## src/rtl/nvdla_csb_arb.sv

```systemverilog
// rtl/nvdla_csb_arb.sv - round-robin arbiter funnelling CSB requesters onto one engine
// One transaction in flight: grant, issue, wait for engine flag or interrupt, respond.
module nvdla_csb_arb #(
  parameter int NB_REQ    = 2,
  parameter int TIMEOUT_W = 16
) (
  input  logic                   clk_i,
  input  logic                   rst_i,
  input  logic                   clear_i,
  input  logic [NB_REQ-1:0]      req_valid_i,
  output logic [NB_REQ-1:0]      req_ready_o,
  input  logic [NB_REQ*16-1:0]   req_addr_i,
  input  logic [NB_REQ*32-1:0]   req_wdat_i,
  input  logic [NB_REQ-1:0]      req_write_i,
  input  logic [NB_REQ-1:0]      req_wait_intr_i,
  input  logic [TIMEOUT_W-1:0]   timeout_i,
  output logic [NB_REQ-1:0]      resp_valid_o,
  output logic [31:0]            resp_rdata_o,
  output logic                   resp_err_o,
  output logic                   eng_start_o,
  output logic [15:0]            eng_addr_o,
  output logic [31:0]            eng_wdat_o,
  output logic                   eng_write_o,
  output logic                   eng_wait_intr_o,
  input  logic [31:0]            eng_rdata_i,
  input  logic                   eng_rvalid_i,
  input  logic                   eng_wr_complete_i,
  input  logic                   eng_intr_i,
  output logic                   busy_o
);

  localparam int PTR_W = (NB_REQ > 1) ? $clog2(NB_REQ) : 1;

  localparam logic [2:0] ST_IDLE      = 3'd0;
  localparam logic [2:0] ST_ISSUE     = 3'd1;
  localparam logic [2:0] ST_WAIT_RD   = 3'd2;
  localparam logic [2:0] ST_WAIT_WR   = 3'd3;
  localparam logic [2:0] ST_WAIT_INTR = 3'd4;
  localparam logic [2:0] ST_RESP      = 3'd5;

  logic [2:0]           state_q;
  logic [PTR_W-1:0]     ptr_q;
  logic [PTR_W-1:0]     gnt_q;
  logic [TIMEOUT_W-1:0] cnt_q;
  logic [15:0]          addr_q;
  logic [31:0]          wdat_q;
  logic                 write_q;
  logic                 wait_q;
  logic [31:0]          rdata_q;
  logic                 err_q;

  logic                 found;
  logic [PTR_W-1:0]     win;
  logic [PTR_W:0]       pos;
  logic [15:0]          sel_addr;
  logic [31:0]          sel_wdat;
  logic                 sel_write;
  logic                 sel_wait;
  logic                 timeout_hit;

  // First valid requester at or above ptr, wrapping back to 0.
  always_comb begin
    found = 1'b0;
    win   = ptr_q;
    pos   = '0;
    for (int k = 0; k < NB_REQ; k++) begin
      pos = {1'b0, ptr_q} + (PTR_W+1)'(k);
      if (pos >= (PTR_W+1)'(NB_REQ)) begin
        pos = pos - (PTR_W+1)'(NB_REQ);
      end
      if (!found && req_valid_i[pos[PTR_W-1:0]]) begin
        found = 1'b1;
        win   = pos[PTR_W-1:0];
      end
    end
  end

  always_comb begin
    sel_addr  = '0;
    sel_wdat  = '0;
    sel_write = 1'b0;
    sel_wait  = 1'b0;
    for (int i = 0; i < NB_REQ; i++) begin
      if (PTR_W'(i) == win) begin
        sel_addr  = req_addr_i[16*i +: 16];
        sel_wdat  = req_wdat_i[32*i +: 32];
        sel_write = req_write_i[i];
        sel_wait  = req_wait_intr_i[i];
      end
    end
  end

  assign timeout_hit = (timeout_i != '0) && (cnt_q == timeout_i - TIMEOUT_W'(1));

  always_ff @(posedge clk_i) begin
    if (rst_i || clear_i) begin
      state_q <= ST_IDLE;
      ptr_q   <= '0;
      gnt_q   <= '0;
      cnt_q   <= '0;
      addr_q  <= '0;
      wdat_q  <= '0;
      write_q <= 1'b0;
      wait_q  <= 1'b0;
      rdata_q <= '0;
      err_q   <= 1'b0;
    end else begin
      case (state_q)
        ST_IDLE: begin
          if (found) begin
            gnt_q   <= win;
            addr_q  <= sel_addr;
            wdat_q  <= sel_wdat;
            write_q <= sel_write;
            wait_q  <= sel_wait;
            state_q <= ST_ISSUE;
          end
        end
        ST_ISSUE: begin
          cnt_q <= '0;
          if (wait_q) begin
            state_q <= ST_WAIT_INTR;
          end else if (write_q) begin
            state_q <= ST_WAIT_WR;
          end else begin
            state_q <= ST_WAIT_RD;
          end
        end
        ST_WAIT_RD: begin
          if (eng_rvalid_i) begin
            rdata_q <= eng_rdata_i;
            err_q   <= 1'b0;
            state_q <= ST_RESP;
          end
        end
        ST_WAIT_WR: begin
          if (eng_wr_complete_i) begin
            rdata_q <= '0;
            err_q   <= 1'b0;
            state_q <= ST_RESP;
          end
        end
        ST_WAIT_INTR: begin
          // Interrupt beats a timeout landing in the same cycle.
          if (eng_intr_i) begin
            rdata_q <= '0;
            err_q   <= 1'b0;
            state_q <= ST_RESP;
          end else if (timeout_hit) begin
            rdata_q <= '0;
            err_q   <= 1'b1;
            state_q <= ST_RESP;
          end else if (cnt_q != '1) begin
            cnt_q <= cnt_q + TIMEOUT_W'(1);
          end
        end
        ST_RESP: begin
          ptr_q   <= (gnt_q == PTR_W'(NB_REQ-1)) ? '0 : gnt_q + PTR_W'(1);
          state_q <= ST_IDLE;
        end
        default: state_q <= ST_IDLE;
      endcase
    end
  end

  assign req_ready_o     = (state_q == ST_IDLE && found) ? (NB_REQ'(1) << win) : '0;
  assign resp_valid_o    = (state_q == ST_RESP) ? (NB_REQ'(1) << gnt_q) : '0;
  assign resp_rdata_o    = rdata_q;
  assign resp_err_o      = err_q;
  assign eng_start_o     = (state_q == ST_ISSUE);
  assign eng_addr_o      = (state_q == ST_IDLE) ? '0 : addr_q;
  assign eng_wdat_o      = (state_q == ST_IDLE) ? '0 : wdat_q;
  assign eng_write_o     = (state_q == ST_IDLE) ? 1'b0 : write_q;
  assign eng_wait_intr_o = (state_q == ST_IDLE) ? 1'b0 : wait_q;
  assign busy_o          = (state_q != ST_IDLE);

endmodule

```

## config.mk

```make
export PLATFORM = sky130hd
export DESIGN_NAME = nvdla_csb_arb
export DESIGN_NICKNAME = d
export VERILOG_FILES = /design/src/rtl/nvdla_csb_arb.sv
export SDC_FILE = /design/constraint.sdc
export NUM_CORES = 1
export LEC_CHECK = 0
export ABC_AREA = 1
export CORE_ASPECT_RATIO = 1.25
export CORE_MARGIN = 2
export CORE_UTILIZATION = 30
export CTS_CLUSTER_SIZE = 40
export DETAILED_ROUTE_END_ITERATION = 16
export PLACE_DENSITY_LB_ADDON = 0.25
export SLEW_MARGIN = 10
export SYNTH_ARGS = -nofsm -noshare
export SYNTH_HDL_FRONTEND = slang
export SYNTH_SLANG_ARGS = --single-unit
```

## constraint.sdc

```tcl
create_clock -name clk_i -period 4.2 [get_ports clk_i]
set_input_delay 0.84 -clock clk_i [delete_from_list [all_inputs] [get_ports clk_i]]
set_output_delay 0.84 -clock clk_i [all_outputs]
set_load 0.03 [all_outputs]
```

* Yosys cells after proc, flatten, opt, wreduce, memory -nomap -nowiden
Cells that the tools add are included.
Word-level totals: register bits 104, latch bits 0, memory bits (writable) 0, memory bits (read-only) 0, bits of input ports 156, logic and storage cells 93, memories kept 0
Operators by class: add/subtract/negate cells 6, $mul 0, div/mod/pow operators 0, magnitude comparators 4, eq/ne operators 14, shift-type cells 2, multiplexer cells 43, bitwise operators 0, reduce and logical (&&, ||, !) cells 14
Operator list (count):
- two-way mux 32 bit | 6
- one-hot mux 32 bit (3 select lines) | 1
- two-way mux 16 bit | 5
- one-hot mux 16 bit (2 select lines) | 1
- two-way mux 1 bit | 20
- two-way mux 3 bit | 6
- adder 16 x 1 -> 16 bit, second input constant | 1
- == test 16 bit | 1
- != test 16 bit, second input constant | 1
- nonzero test 16 bit | 1
- subtractor 16 x 1 -> 16 bit, second input constant | 1
- one-hot mux 3 bit (5 select lines) | 1
- != test 2 bit, second input constant | 6
- AND reduction 4 bit | 3
- == test 3 x 2 -> 1 bit, second input constant | 2
- == test 3 bit, second input constant | 2
- nonzero test 3 bit | 2
- less-than comparator 1 x 2 -> 1 bit, second input constant | 2
- two-way mux 2 bit | 2
- << shifter 1 x 1 -> 2 bit, first input constant | 2
- == test 3 x 1 -> 1 bit, second input constant | 1
- logical AND 1 bit | 3
- logical NOT 3 bit | 1
- != test 3 bit, second input constant | 1
- other kinds (10) | 11

* Logic depth before layout (Yosys ltp)
Gate-level depths: netlist (run 1).
word-level depth 10, gate-level depth with buffers 18

* Least setup slack after synthesis (run 1)
Ideal clock, no wire load.
path type input port to output port, start point input req_valid_i[0], end point output req_ready_o[0], data arrival time 1730 ps, data required time 3360 ps, slack 1630 ps, stages on the path 4, buffers on the path 1, cell sequence inv_1 maj3_1 nor2_1 buf_2
Between the ends: word-level cells in the longest chain between the ends 8, elaborated cells on any way between the ends 13, classes of those cells 1 x shift; 9 x mux; 3 x reduce/logical
Ends and longest elaborated chain:
- start, declared | RTL line 10 | input logic [NB_REQ-1:0] req_valid_i,
- two-way mux 1 bit (implied by the code) (2 in a row) | RTL line 71 | if (!found && req_valid_i[pos[PTR_W-1:0]]) begin
- two-way mux 1 bit | RTL line 71
- logical NOT 1 bit | RTL line 71
- logical AND 1 bit | RTL line 71
- two-way mux 1 bit | RTL line 71
- << shifter 1 x 1 -> 2 bit or logical AND 1 bit (tied branches) | RTL line 166 | assign req_ready_o = (state_q == ST_IDLE && found) ? (NB_REQ'(1) << win) : '0;
- two-way mux 2 bit * | RTL line 166
- end, declared | RTL line 11 | output logic [NB_REQ-1:0] req_ready_o,
Mark *: on every way between the ends. The rest lies on a longest branch, timed or not. The select of a mux whose other input is x is not followed.

* Worst setup path after layout (run 1)
start point register state_q[2], end point output req_ready_o[0]
Between the ends: word-level cells in the longest chain between the ends 3
Ends and longest elaborated chain:
- start, declared | RTL line 41 | logic [2:0] state_q;
- start signal, assigned | RTL line 97 | state_q <= ST_IDLE;
- start signal, assigned | RTL line 116 | state_q <= ST_ISSUE;
- start signal, assigned | RTL line 122 | state_q <= ST_WAIT_INTR;
- logical NOT 3 bit | RTL line 166
- logical AND 1 bit | RTL line 166
- two-way mux 2 bit | RTL line 166
No other way between the ends.

==> results of run 1 <==
-- synthesized netlist by cell type (4+ instances only) --
| master | instances | area, µm² |
|---|---|---|
| a21oi_1 | 21 | 105 |
| buf_2 | 15 | 75.1 |
| clkbuf_1 | 30 | 113 |
| clkinv_1 | 4 | 15.0 |
| dfxtp_1 | 104 | 2080 |
| inv_1 | 181 | 679 |
| nand2_1 | 392 | 1470 |
| nand3_1 | 72 | 360 |
| nand3b_1 | 6 | 45.0 |
| nand4_1 | 34 | 213 |
| nor2_1 | 146 | 548 |
| nor2_2 | 5 | 31.3 |
| nor3_1 | 7 | 35.0 |
| o211ai_1 | 18 | 135 |
| o21ai_0 | 4 | 20.0 |
| xnor2_1 | 4 | 35.0 |
| xor2_1 | 18 | 158 |
-- routing by layer --
| metal | global-route usage | up-vias | routed length (µm) |
|---|---|---|---|
| li1 | - | 3701 | - |
| met1 | 0.200 | 3162 | 8260 |
| met2 | 0.333 | 204 | 10400 |
| met3 | 0.0594 | 41 | 1620 |
| met4 | 0.0791 | 0 | 678 |
| met5 | 0 | - | 0 |
-- path summary, 6_finish.rpt --
check	end	from	cells past startpoint
worst max register to register	wdat_q[12]	state_q[2]	13
worst min register to register	resp_err_o	resp_err_o	2
worst min-delay path	resp_err_o	resp_err_o	2
worst max-delay path	req_ready_o[0]	state_q[2]	9
-- state kept, by name (all words and copies together) (netlist names) --
| signal | count |
|---|---|
| resp_rdata_o | 32 |
| cnt_q | 16 |
| state_q | 3 |
| write_q | 1 |
| addr_q | 16 |
| wait_q | 1 |
| ptr_q | 1 |
| gnt_q | 1 |
| wdat_q | 32 |
| resp_err_o | 1 |
-- area by class of cell --
class,instances,area [µm²]
clock buffer,10,239
tap,274,343
fill,2219,11500
sequential,104,2080
clock inverter,6,51.3
multi-input combinational,742,3330
timing repair buffer,256,2530
inverter,187,702
-- worst register-to-register path: stages, from the launching register on --
cell     delay [ps]
dfxtp_1         340
nor2_1          140
inv_1           100
nor2_4          400
inv_1           220
a21oi_2         170
buf_4           270
inv_2           330
nor2_4          180
buf_4           480
nand2_1         200
nand3_1         120
nand2_1          50
inv_1            60
-- power by group --
| part | internal [W] | leakage [nW] | switching [W] |
|---|---|---|---|
| registers | 0.00102 | 0.844 | 0.0000167 |
| clock network | 0.000429 | 0.145 | 0.000415 |
| logic | 0.000250 | 3.11 | 0.000294 |
| total | 0.00170 | 4.10 | 0.000726 |
-- cell usage in the layout, fill, tap and decap left out, drive strengths merged --
cell,n
nand3,74
maj3,1
or2,1
ha,3
nand4,34
dfxtp,104
clkbuf,10
inv,186
clkinv,7
nor2,152
nor3,7
o211ai,18
nand3b,6
nand2,395
nor4,2
buf,14
o31ai,1
a21oi,21
clkdlybuf4s50,242
o21ai,4
xor2,18
nor3b,1
xnor2,4
-- through the flow --
stage / instance area, µm² / worst slack, ps
global placement: 8990 / 680
CTS: 9280 / 592
floorplan: 6330 / 1630
detailed placement: 8990 / 616
global route: 9280 / 431
finish: 9280 / 699
-- logic make-up after synthesis --
group	Yosys count
simple gates	672
buf+inv	239
flops	104
compound gates	44
xor+xnor	22
fa+ha+maj	4
==> run metrics, run 1 <==
max incr delay on CP=400 ps; Worst EP required=3360 ps; clock skew=11.0 ps; first-pass GRT wire length=33500 µm; Hold Crit Class=register to register; Sink Count=104; Post-CTS Setup Bufs=0; final WL=21000 µm; Async SR Flop Fraction=0; fin crit share=0.834; critical path class=register to output pin; Post-Syn Area per Cell=5.84 µm²; GRT Overall Usage=0.186; CORE AREA=0.0207 mm²; setup TNS=0 ps; max-slew violation count=0; largest family of logic cells by synthesized area=simple AND/OR/NAND/NOR gates; RSZ-0062 raised after global routing=no; row cnt=59; P_leak=4.10 nW; Post-Synth XOR/XNOR Area=0.0304; CP delay by family, top=buffers and inverters; # diodes=0; Crit path arrival time=2660 ps; DR iter-0 viols=328; Post-Synth Adder-Cell Area=0.00751; starting density of the core=0.305; grt ovf=0; Ports=245; placed cell count=1563; Util after Layout=0.447; port bufs=244; CTS HTree Levels=3; initial antenna violation count=0; die area=0.0223 mm²; Max-Cap Viols=0; routed vias/inst=4.50; Final Non-Filler Cells=1579; Resized Gates After CTS=0; CTS Hold Bufs=0; WP buf/inv=5; post-synthesis sequential area ratio=0.329; GPL Wtd Cong=0.858; Die W=134 µm; CTS tree=built; synthesis-stage register bit count=104; vias in the first global route=6838; Root Driver=clkbuf_16; DR pass1 iterations=4; Final setup viols=0; syn_nets=1244; Max-slew headroom=0.547; Post-Synth Simple-Gate Area=0.442; CTS max path bufs=2; nature of the critical path endpoint=output pin; Syn Inst Count=1085; DR WL/cell=13.3 µm; crit path max fanout=34; Tmin final=3500 ps; top_reg_cell synth=dfxtp_1; ANT nets after route=0; total power=0.00242 W; Final Hold Vio Count=0; dpl hpwl=15400 µm; R2R Setup Slk=1100 ps; YS warnings=0; post-synthesis compound-gate area fraction=0.0423; P per Cell Area=261 mW/mm²; total vias in the final route=7108; P&R area growth vs syn=46.5%; critical path startpoint category=register; Num CTS Buffers=9; largest net degree at the start of global routing=57; clock-pin transition on the worst setup and hold timing paths=70 ps; Post-synth EDFFs=0; Fin Hold WS=466 ps; Post-Syn Area=0.00633 mm²; Net count, final=1459; chip height=166 µm; library cells used by synthesis=32; worst-margin pin slew=679 ps; run status=finished clean; Fmax achieved=286 MHz; share of cells above drive strength 1=0.0360; worst vdd ir=0.180 mV; critical path's slowest cell=nor2_4; mux share of post-synthesis cell area=0; DRC viols=0; Worst-Skew Late Latency=350 ps; crit path cell chain=nor2_1 -> inv_1 -> nor2_4 -> inv_1 -> a21oi_2 -> buf_4 -> inv_2 -> nor2_4 -> buf_4
Note: power is estimated with default switching activity, not from simulation.
==> inputs of run 2 (changes only) <==
Clock period 4.2 ns to 3.45 ns, I/O delays scaled along.
==> run metrics, run 2 (synthesis results as in run 1) <==
dpl hpwl=15100 µm; ANT nets after route=0; Post-CTS Setup Bufs=0; CTS max path bufs=2; crit path max fanout=50; run status=finished clean; critical path's slowest cell=clkdlybuf4s50_1; commonest non-fill, non-tap cells in the layout=392 x nand2_1, 242 x clkdlybuf4s50_1, 181 x inv_1, 144 x nor2_1, 104 x dfxtp_1; Final setup viols=0; Max-Cap Viols=0; CTS tree=built; Worst-Skew Late Latency=350 ps; fin crit share=0.853; Net count, final=1461; P per Cell Area=317 mW/mm²; initial antenna violation count=0; total vias in the final route=7048; Fillers=2165; worst-margin pin slew=611 ps; Finished Cell Area=0.00929 mm²; row cnt=59; placed cell count=1565; largest net degree at the start of global routing=55; DRC viols=0; Die W=134 µm; DR WL/cell=13.2 µm; DR iter-0 viols=407; max incr delay on CP=650 ps; CTS Hold Bufs=0; CTS HTree Levels=3; nature of the critical path endpoint=output pin; R2R Setup Slk=1130 ps; grt ovf=0; critical path class=register to output pin; Root Driver=clkbuf_16; Fmax achieved=340 MHz; worst vdd ir=0.191 mV; max-slew violation count=0; GPL Wtd Cong=0.830; crit path capture=eng_wdat_o[0]; chip height=166 µm; clock-pin transition on the worst setup and hold timing paths=70 ps; share of cells above drive strength 1=0.0367; final WL=20900 µm; GRT Overall Usage=0.188; P&R area growth vs syn=46.7%; Hold Crit Class=register to register; vias in the first global route=6952; Crit path top cell by count=nor2_1; placed inst area=0.00900 mm²; Crit path arrival time=2250 ps; RR Startpoint=cnt_q[0]; CORE AREA=0.0207 mm²; Worst EP required=2760 ps; routed vias/inst=4.46; DR pass1 iterations=4; Sequential Area=0.00208 mm²; first-pass GRT wire length=34000 µm; Final Non-Filler Cells=1581; multi-input combinational cell area=0.00333 mm²; P_leak=4.10 nW; setup TNS=0 ps; critical path startpoint category=register; clock skew=12.0 ps; total power=0.00295 W; RSZ-0062 raised after global routing=no; Tmin final=2940 ps; CP Launch Point=state_q[2]; R2R depth=10; commonest non-fill, non-tap cell in the layout=nand2_1; Ports=245; Resized Gates After CTS=0; # diodes=0; crit path cell chain=nor2_1 -> inv_1 -> nor2_4 -> buf_4 -> nor2_1 -> clkdlybuf4s50_1; reg-to-reg endpoint=cnt_q[14]; die area=0.0223 mm²; Final Hold Vio Count=0; Fin Hold WS=448 ps; Max-slew headroom=0.593; Sink Count=104; starting density of the core=0.305; Num CTS Buffers=9; port bufs=244
-- run 2: layout make-up --
cell class / instances / area share
Sequential cell: 104 / 0.224
Inverter: 187 / 0.0756
Timing Repair Buffer: 258 / 0.274
Clock buffer: 11 / 0.0261
Clock inverter: 5 / 0.00498
Multi-Input combinational cell: 742 / 0.359
Tap cell: 274 / 0.0369
-- run 2: through the flow --
step                      setup slack, ps   util
after global routing                  168  0.448
after floorplan                      1080      -
after detailed placement              184  0.434
after CTS                             471  0.448
after global placement                242  0.434
final                                 508  0.448
-- run 2: critical path: cells and delay by family (launching register included) --
| family | cells | cell delay, ps |
|---|---|---|
| flip-flops | 1 | 340 |
| AND/OR/NAND/NOR | 3 | 310 |
| buffers and inverters | 3 | 1220 |
-- run 2: worst min-delay path by stage --
stage / startpoint / cells past startpoint / to / slack, ps
2_1_floorplan: gnt_q / 2 / gnt_q / 450
3_3_place_gp: resp_err_o / 2 / resp_err_o / 440
3_5_place_dp: resp_err_o / 2 / resp_err_o / 440
4_1_cts: resp_err_o / 2 / resp_err_o / 450
5_1_grt: resp_err_o / 2 / resp_err_o / 470
6_report: resp_err_o / 2 / resp_err_o / 450
-- run 2: per-layer routing --
layer,up-vias,track usage,share of wire
met5,-,0,0
met3,34,0.0600,0.074
met1,3115,0.205,0.42
met4,0,0.0689,0.025
li1,3707,-,-
met2,192,0.336,0.48
-- run 2: power breakdown --
part	internal [W]	total, W	switching [W]	leakage [nW]
sequential	0.00124	0.00126	0.0000206	0.844
combinational	0.000305	0.000665	0.000360	3.12
clock	0.000524	0.00102	0.000499	0.143
==> inputs of run 3 (changes only) <==
Settings changed: TNS_END_PERCENT set to 5.
==> results of run 3 <==
Same layout as run 2: the final DEF is identical, and so are final timing and power.
